$ cat src/rtl/riscv_enc_pkg.sv
// Shared RV32I encoder types: format codes, opcodes, NOP word, error flag indices, field bundle.
package riscv_enc_pkg;

  localparam logic [2:0] FMT_R = 3'd0;
  localparam logic [2:0] FMT_I = 3'd1;
  localparam logic [2:0] FMT_S = 3'd2;
  localparam logic [2:0] FMT_B = 3'd3;
  localparam logic [2:0] FMT_U = 3'd4;
  localparam logic [2:0] FMT_J = 3'd5;

  localparam logic [6:0] OP_LUI    = 7'h37;
  localparam logic [6:0] OP_JAL    = 7'h6f;
  localparam logic [6:0] OP_BRANCH = 7'h63;
  localparam logic [6:0] OP_STORE  = 7'h23;
  localparam logic [6:0] OP_IMM    = 7'h13;
  localparam logic [6:0] OP_REG    = 7'h33;

  localparam logic [31:0] NOP_WORD = 32'h0000_0013;

  localparam int ERR_FMT  = 0;
  localparam int ERR_IMM  = 1;
  localparam int ERR_WRAP = 2;

  typedef enum logic [1:0] {
    ST_IDLE,
    ST_RUN,
    ST_DRAIN,
    ST_DONE
  } state_e;

  typedef struct packed {
    logic [2:0]  fmt;
    logic [6:0]  opcode;
    logic [4:0]  rd;
    logic [4:0]  rs1;
    logic [4:0]  rs2;
    logic [2:0]  funct3;
    logic [6:0]  funct7;
    logic [31:0] imm;
  } fields_t;

  // True when v is representable as a signed value of the given bit width.
  function automatic logic fits_signed(input logic [31:0] v, input int unsigned bits);
    logic signed [31:0] s;
    s = $signed(v) >>> (bits - 1);
    return (s == 32'sd0) || (s == -32'sd1);
  endfunction

endpackage

$ cat src/rtl/instr_field_pack.sv
// Combinational RV32I packer: field bundle -> 32-bit word, plus illegal-format and immediate-range flags.
// Immediate range checking is compiled in with ENC_IMM_CHECK_EN; otherwise imm_err is constant 0.
module instr_field_pack
  import riscv_enc_pkg::*;
(
  input  fields_t     f,
  output logic [31:0] word,
  output logic        fmt_err,
  output logic        imm_err
);

  always_comb begin
    word    = NOP_WORD;
    fmt_err = 1'b0;
    imm_err = 1'b0;
    case (f.fmt)
      FMT_R: word = {f.funct7, f.rs2, f.rs1, f.funct3, f.rd, f.opcode};
      FMT_I: word = {f.imm[11:0], f.rs1, f.funct3, f.rd, f.opcode};
      FMT_S: word = {f.imm[11:5], f.rs2, f.rs1, f.funct3, f.imm[4:0], f.opcode};
      FMT_B: word = {f.imm[12], f.imm[10:5], f.rs2, f.rs1, f.funct3, f.imm[4:1], f.imm[11], f.opcode};
      FMT_U: word = {f.imm[31:12], f.rd, f.opcode};
      FMT_J: word = {f.imm[20], f.imm[10:1], f.imm[11], f.imm[19:12], f.rd, f.opcode};
      default: begin
        word    = NOP_WORD;
        fmt_err = 1'b1;
      end
    endcase
`ifdef ENC_IMM_CHECK_EN
    case (f.fmt)
      FMT_I, FMT_S: imm_err = !fits_signed(f.imm, 12);
      FMT_B:        imm_err = !fits_signed(f.imm, 13) || f.imm[0];
      FMT_J:        imm_err = !fits_signed(f.imm, 21) || f.imm[0];
      FMT_U:        imm_err = |f.imm[11:0];
      default:      imm_err = 1'b0;
    endcase
`endif
  end

endmodule

$ cat src/rtl/instr_encoder.sv
// Load-session encoder: accepted bundle is packed and written to instruction memory one cycle later.
// One output register stalls on mem_ready (in_ready drops); optional ENC_IMM_CHECK_EN adds imm range flag.
module instr_encoder
  import riscv_enc_pkg::*;
#(
  parameter int ADDR_W    = 10,
  parameter int BASE_ADDR = 0
) (
  input  logic              clk,
  input  logic              rst,
  input  logic              start,
  input  logic              in_valid,
  output logic              in_ready,
  input  logic [2:0]        in_fmt,
  input  logic [6:0]        in_opcode,
  input  logic [4:0]        in_rd,
  input  logic [4:0]        in_rs1,
  input  logic [4:0]        in_rs2,
  input  logic [2:0]        in_funct3,
  input  logic [6:0]        in_funct7,
  input  logic [31:0]       in_imm,
  input  logic              in_last,
  output logic              mem_we,
  input  logic              mem_ready,
  output logic [ADDR_W-1:0] mem_addr,
  output logic [31:0]       mem_wdata,
  output logic              busy,
  output logic              done,
  output logic [ADDR_W:0]   count,
  output logic [2:0]        err
);

  localparam logic [ADDR_W-1:0] BASE = ADDR_W'(BASE_ADDR);

  state_e              state_q, state_d;
  logic                mem_we_q, mem_we_d;
  logic [ADDR_W-1:0]   mem_addr_q, mem_addr_d;
  logic [31:0]         mem_wdata_q, mem_wdata_d;
  logic [ADDR_W:0]     count_q, count_d;
  logic [2:0]          err_q, err_d;

  fields_t     fields;
  logic [31:0] packed_word;
  logic        fmt_err, imm_err;
  logic        accept, write;

  assign fields = '{fmt: in_fmt, opcode: in_opcode, rd: in_rd, rs1: in_rs1, rs2: in_rs2,
                    funct3: in_funct3, funct7: in_funct7, imm: in_imm};

  instr_field_pack u_pack (
    .f       (fields),
    .word    (packed_word),
    .fmt_err (fmt_err),
    .imm_err (imm_err)
  );

  always_comb begin
    state_d     = state_q;
    mem_we_d    = mem_we_q;
    mem_addr_d  = mem_addr_q;
    mem_wdata_d = mem_wdata_q;
    count_d     = count_q;
    err_d       = err_q;
    in_ready    = 1'b0;
    write       = mem_we_q && mem_ready;

    case (state_q)
      ST_IDLE: if (start) begin
        state_d    = ST_RUN;
        count_d    = '0;
        err_d      = '0;
        mem_addr_d = BASE;
      end
      ST_RUN:   in_ready = !mem_we_q || mem_ready;
      ST_DRAIN: if (write || !mem_we_q) state_d = ST_DONE;
      ST_DONE:  state_d = ST_IDLE;
      default:  state_d = ST_IDLE;
    endcase

    accept = in_valid && in_ready;

    if (write) begin
      mem_we_d   = 1'b0;
      mem_addr_d = mem_addr_q + 1'b1;
      count_d    = count_q + 1'b1;
      if (&mem_addr_q) err_d[ERR_WRAP] = 1'b1;
    end
    // A new accept refills the register in the same cycle the old word leaves.
    if (accept) begin
      mem_we_d        = 1'b1;
      mem_wdata_d     = packed_word;
      err_d[ERR_FMT]  = err_d[ERR_FMT] | fmt_err;
      err_d[ERR_IMM]  = err_d[ERR_IMM] | imm_err;
      if (in_last) state_d = ST_DRAIN;
    end
  end

  always_ff @(posedge clk) begin
    if (rst) begin
      state_q     <= ST_IDLE;
      mem_we_q    <= 1'b0;
      mem_addr_q  <= BASE;
      mem_wdata_q <= '0;
      count_q     <= '0;
      err_q       <= '0;
    end else begin
      state_q     <= state_d;
      mem_we_q    <= mem_we_d;
      mem_addr_q  <= mem_addr_d;
      mem_wdata_q <= mem_wdata_d;
      count_q     <= count_d;
      err_q       <= err_d;
    end
  end

  assign mem_we    = mem_we_q;
  assign mem_addr  = mem_addr_q;
  assign mem_wdata = mem_wdata_q;
  assign count     = count_q;
  assign err       = err_q;
  assign busy      = (state_q != ST_IDLE);
  assign done      = (state_q == ST_DONE);

endmodule

$ cat config.mk
export PLATFORM = sky130hd
export DESIGN_NAME = instr_encoder
export DESIGN_NICKNAME = d
export VERILOG_FILES = /design/src/rtl/riscv_enc_pkg.sv /design/src/rtl/instr_field_pack.sv /design/src/rtl/instr_encoder.sv
export SDC_FILE = /design/constraint.sdc
export NUM_CORES = 1
export LEC_CHECK = 0
export BUFFER_PORTS_ARGS = -buffer_cell sky130_fd_sc_hd__buf_2
export CAP_MARGIN = 20
export CORE_MARGIN = 4
export CORE_UTILIZATION = 45
export CTS_BUF_LIST = sky130_fd_sc_hd__clkbuf_4 sky130_fd_sc_hd__clkbuf_8
export DETAILED_ROUTE_END_ITERATION = 8
export HOLD_SLACK_MARGIN = 0.03
export PLACE_DENSITY = 0.75
export SYNTH_ARGS = -nofsm -noshare
export SYNTH_HDL_FRONTEND = slang
export SYNTH_HIERARCHICAL = 1
export SYNTH_SLANG_ARGS = --single-unit
$ cat constraint.sdc
create_clock -name clk -period 1.82 [get_ports clk]
set_clock_uncertainty 0.1 [all_clocks]
set_input_delay 0.091 -clock clk [delete_from_list [all_inputs] [get_ports clk]]
set_output_delay 0.091 -clock clk [all_outputs]
set_load 0.01 [all_outputs]
* Word level (Yosys, flattened, before mapping) *
Index checks and enable logic that the tools add are counted.

word-level totals
  bits in registers = 59
  input port bits = 73
  output and inout bits = 60

operators by class
  muxes and demuxes = 21
  bitwise gates (word level) = 1
  eq/ne operators = 8
  reductions and logical operators = 14
  add/subtract/negate cells = 2

operators by type and width
  cell                                           number
  case mux 32 bit (6 select lines)               1
  two-way mux 11 bit                             3
  two-way mux 10 bit                             3
  adder 11 x 1 -> 11 bit, second input constant  1
  adder 10 x 1 -> 10 bit, second input constant  1
  AND reduction 10 bit                           1
  two-way mux 2 bit                              4
  nonzero test 2 bit                             4
  two-way mux 1 bit                              7
  == test 3 x 2 -> 1 bit, second input constant  2
  == test 3 bit, second input constant           2
  two-way mux 3 bit                              2
  case mux 2 bit (3 select lines)                1
  OR reduction 6 bit                             1
  == test 2 bit, second input constant           2
  == test 3 x 1 -> 1 bit, second input constant  1
  logical NOT 3 bit                              1
  == test 2 x 1 -> 1 bit, second input constant  1
  logical AND 1 bit                              2
  logical NOT 2 bit                              1
  logical OR 1 bit                               2
  AND reduction 2 bit                            1
  logical NOT 1 bit                              1
  OR 1 bit                                       1

* Longest topological paths before layout *
  word-level depth = 6
  gate-level depth with buffers = 7
  mapped depth without buffers = 5

* Cells and area by module *
The synthesis kept the hierarchy.

by module, submodules not included
  module            sequential area each (sq um)  times used  cells each  area an instance (sq um)
  instr_encoder     1181.1                        1           324         2771.4
  instr_field_pack  0.0                           1           90          609.3

* Least setup slack after synthesis *
Ideal clock, no wire load.

  kind = register to register
  start point = register count_q[0] (netlist: count[0])
  end point = register count_q[10] (netlist: count[10])
  library setup time = 0.079 ns
  setup slack = 0.329 ns
  cell stages (with the launch flop) = 5
  period minus slack after synthesis = 1.491 ns
  arrival time = 1.312 ns
  path through = dfxtp_1 > ha_1 > nand3_1 > or3_1 > o211ai_1

on the way
  cells in the longest elaborated chain, start to end = 2

ends and longest elaborated chain
  what                    line                  RTL
  from (decl)             instr_encoder.sv:39   logic [ADDR_W:0] count_q, count_d;
  from (signal assigned)  instr_encoder.sv:111  count_q <= count_d;
  adder 11 x 1 -> 11 bit  instr_encoder.sv:85   count_d = count_q + 1'b1;
  two-way mux 11 bit      instr_encoder.sv:82   if (write) begin

Every way passes these cells.
A chain may end at the register's enable or synchronous reset.

* Final worst setup path *
  start point = register mem_we_q (netlist: mem_we)
  end point = output port in_ready

on the way
  cells in the longest elaborated chain, start to end = 3

ends and longest elaborated chain
  what                    line                  RTL
  from (decl)             instr_encoder.sv:36   logic mem_we_q, mem_we_d;
  from (signal assigned)  instr_encoder.sv:108  mem_we_q <= mem_we_d;
  logical NOT 1 bit       instr_encoder.sv:74   ST_RUN: in_ready = !mem_we_q || mem_ready;
  logical OR 1 bit        instr_encoder.sv:74
  two-way mux 1 bit       instr_encoder.sv:67   case (state_q)
  to (decl)               instr_encoder.sv:13   output logic in_ready,

Every way passes these cells.

==> impl_metrics.toml <==
[clock_tree]
clk_pin_slew_ns = 0.07
htreeDepth = 3
cts_buffers = 9
cts_tree = "built"
clk_path_buf_depth = 2
root_buffer = "clkbuf_8"
clk_latency_ns = 0.34
cts_sinks = 59
cts_setup_buffers = 0

[cells_and_area]
final_layout_size_suffix_gt1_frac = 0.320
diodes = 0
instances_no_fill = 642
multi_input_area_mm2 = 0.00191
seq_area_mm2 = 0.00118
syn2layout_area_growth_pct = 30.1
nFillCells = 687
fin_nets = 613
layout_commonest_cell = "buf_2"
most-common-layout-cells = "buf_2 (132), dfxtp_1 (58), a21oi_1 (45)"
fin_area_mm2 = 0.00440

[timing]
slew_headroom = 0.365
totalNegativeSetupSlack_ns = 0
fmax_mhz = 610
max_slew.worst_pin.slew_ns = 0.952
grt_setup_unrepaired = "no"
fin_crit_ns = 1.64
hold_viol = 0
maxSlewViolCount = 0
setup_slack_ns = 0.180
setup_violations = 0
finalCritPeriodShare = 0.901

[synthesis]
syn-cell-area_mm2 = 0.00338
syn_avg_cell_area_um2 = 8.17
synth_compound_gate_area_share = 0.306
synth_top_family_by_area = "compound AO/OA/AOI/OAI gates"
muxShareOfSynthArea = 0.0259
ys_types = 59
synth_flop_cell = "dfxtp_1"
ys_seq_area_frac = 0.349
syn_nets = 489
synth-simple-area-share = 0.218
synth_xor_area_frac = 0.00518
synthAdderAreaFrac = 0.00740
ys_ff_latch = 59
yosysWarnings = 6
synthCells = 414
synth-edff-count = 0
synthArstFlopShare = 0

[routing]
vias = 3829
drc = 0
drt-vias-per-instance = 5.96
firstDrtPassIters = 5
route.detailed.wl_per_inst_um = 16.3
detail-route-antenna-nets = 0
finalWirelength_mm = 10.5
drt_iter0_markers = 232

[die]
core_area_mm2 = 0.00729
std_cell_rows = 31
die_h_um = 94.7
die_w_um = 94.7
dieArea_mm2 = 0.00896
num_io_pins = 133
start_util = 0.464

[worst_setup_path]
critPathCaptureType = "output pin"
critPathMaxFanout = 31
ff2ff_path_depth = 4
cp_slowest_cell = "dfxtp_2"
cp.arrival_ns = 1.45
critPathRequiredTime_ns = 1.63
critPathLaunchType = "flop"
crit_path_cell_trace = "nor2b_4 -> buf_12 -> nor2_1 -> buf_2"
cpPeakStageDelay_ns = 0.40
critPathKind = "reg2out"

[grt]
grt_max_degree = 37
antenna_found_initial = 0
grt_pass1_vias = 3493
gr-total-overflow = 0
grt_usage = 0.228
grt_pass1_wl_mm = 16.3

[placement]
placed_cells = 611
place_congestion = 0.906
place_ws_ns = 0.259
place_area_mm2 = 0.00404
dp_hpwl_mm = 7.35
io_buffers = 132

[pwr]
ir_worst_vdd_uv = 531
leakage_nw = 1.85
power_density_mw_per_mm2 = 702
finalPower_w = 0.00309

[min_path]
hold_path_class = "in2reg"
min_path_cells = 5

[run]
drv_cap = 0

[run_status]
status = "finished clean"
[synthesized netlist by cell type (all sizes together), types with 3 or more instances]
cell type  instances  area [um2]
dfxtp             59        1180
a21oi             46         234
nand4             40         250
o31ai             34         255
buf               32         181
nand2             24        92.6
a22oi             17         133
nand3             15        75.1
clkbuf            14        65.1
o21ai             14        70.1
inv               13        48.8
nand2b             8        50.1
o22ai              8        50.1
and2               7        43.8
nor2               7        26.3
a22o               6        52.6
mux2i              5        50.1
o211ai             5        37.5
a311oi             4        35.0
a31oi              4        25.0
and3               4        25.0
nor2b              4        32.5
o2bb2ai            4        35.0
or3                4        25.0
a41oi              3        26.3
and4               3        26.3
mux2               3        37.5
or2                3        18.8
[layer usage]
metal | track usage | up-vias | part of all wire
li1 | - | 1839 | -
met1 | 0.283 | 1819 | 0.41
met2 | 0.382 | 155 | 0.50
met3 | 0.0622 | 16 | 0.073
met4 | 0.0733 | 0 | 0.018
met5 | 0 | - | 0
[through the flow]
stage | hold WS, ns | utilization
finish | 0.0359 | 0.603
global route | 0.0511 | 0.603
CTS | 0.0315 | 0.603
detailed placement | 0.315 | 0.554
global placement | 0.308 | 0.554
floorplan | 0.171 | -
[critical path: cells and delay by family (launching register included)]
kind,cells,cell delay (ns)
flip-flops,1,0.40
AND/OR/NAND/NOR,2,0.33
buffers and inverters,2,0.37
[area by class of cell]
| cell class | count | share of cell area |
|---|---|---|
| sequential | 59 | 0.269 |
| clock buffer | 10 | 0.0313 |
| clock inverter | 6 | 0.0148 |
| multi-input combinational | 296 | 0.435 |
| inverter | 13 | 0.0111 |
| timing repair buffer | 159 | 0.211 |
| tap | 99 | 0.0282 |
[state kept, by name (all words and copies together) (netlist names)]
signal and flops:
err 3, mem_wdata 32, mem_we 1, mem_addr 10, count 11, state_q 2
[power by group]
group | leakage (nW) | internal (W) | switching [W]
Sequential | 0.478 | 0.00133 | 0.0000244
Combinational | 1.28 | 0.000229 | 0.000307
Clock | 0.0905 | 0.000666 | 0.000534
Total | 1.85 | 0.00222 | 0.000865
[kinds of logic (layout without fill, tap and decap cells)]
kind of cell / Yosys count / after routing
AOI/OAI and AO/OA: 155 / 155
and+or+nand+nor: 128 / 128
DFF: 59 / 59
buffers and inverters: 59 / 188
muxes: 8 / 8
adders and majority gates: 2 / 2
xor gates and xnor gates: 2 / 2
other: 1 / 1
[path summary, 6_finish.rpt]
path / start / slack (ns) / to
setup / recovery: mem_we$_SDFFE_PP0P_ / 0.18 / in_ready
hold / removal: in_funct3[1] / 0.04 / mem_wdata[13]$_SDFFE_PP0P_
setup reg to reg: count[0]$_SDFFE_PP0P_ / 0.22 / count[10]$_SDFFE_PP0P_
hold reg to reg: mem_wdata[25]$_SDFFE_PP0P_ / 0.37 / mem_wdata[25]$_SDFFE_PP0P_
[timing repair]
item                                    CTS  global route
hold buffers                             15             0
hold endpoints to repair                 12             0
endpoints found under the setup margin    1             1
gates resized for setup                   1             1
(Power assumes the default switching activity.)
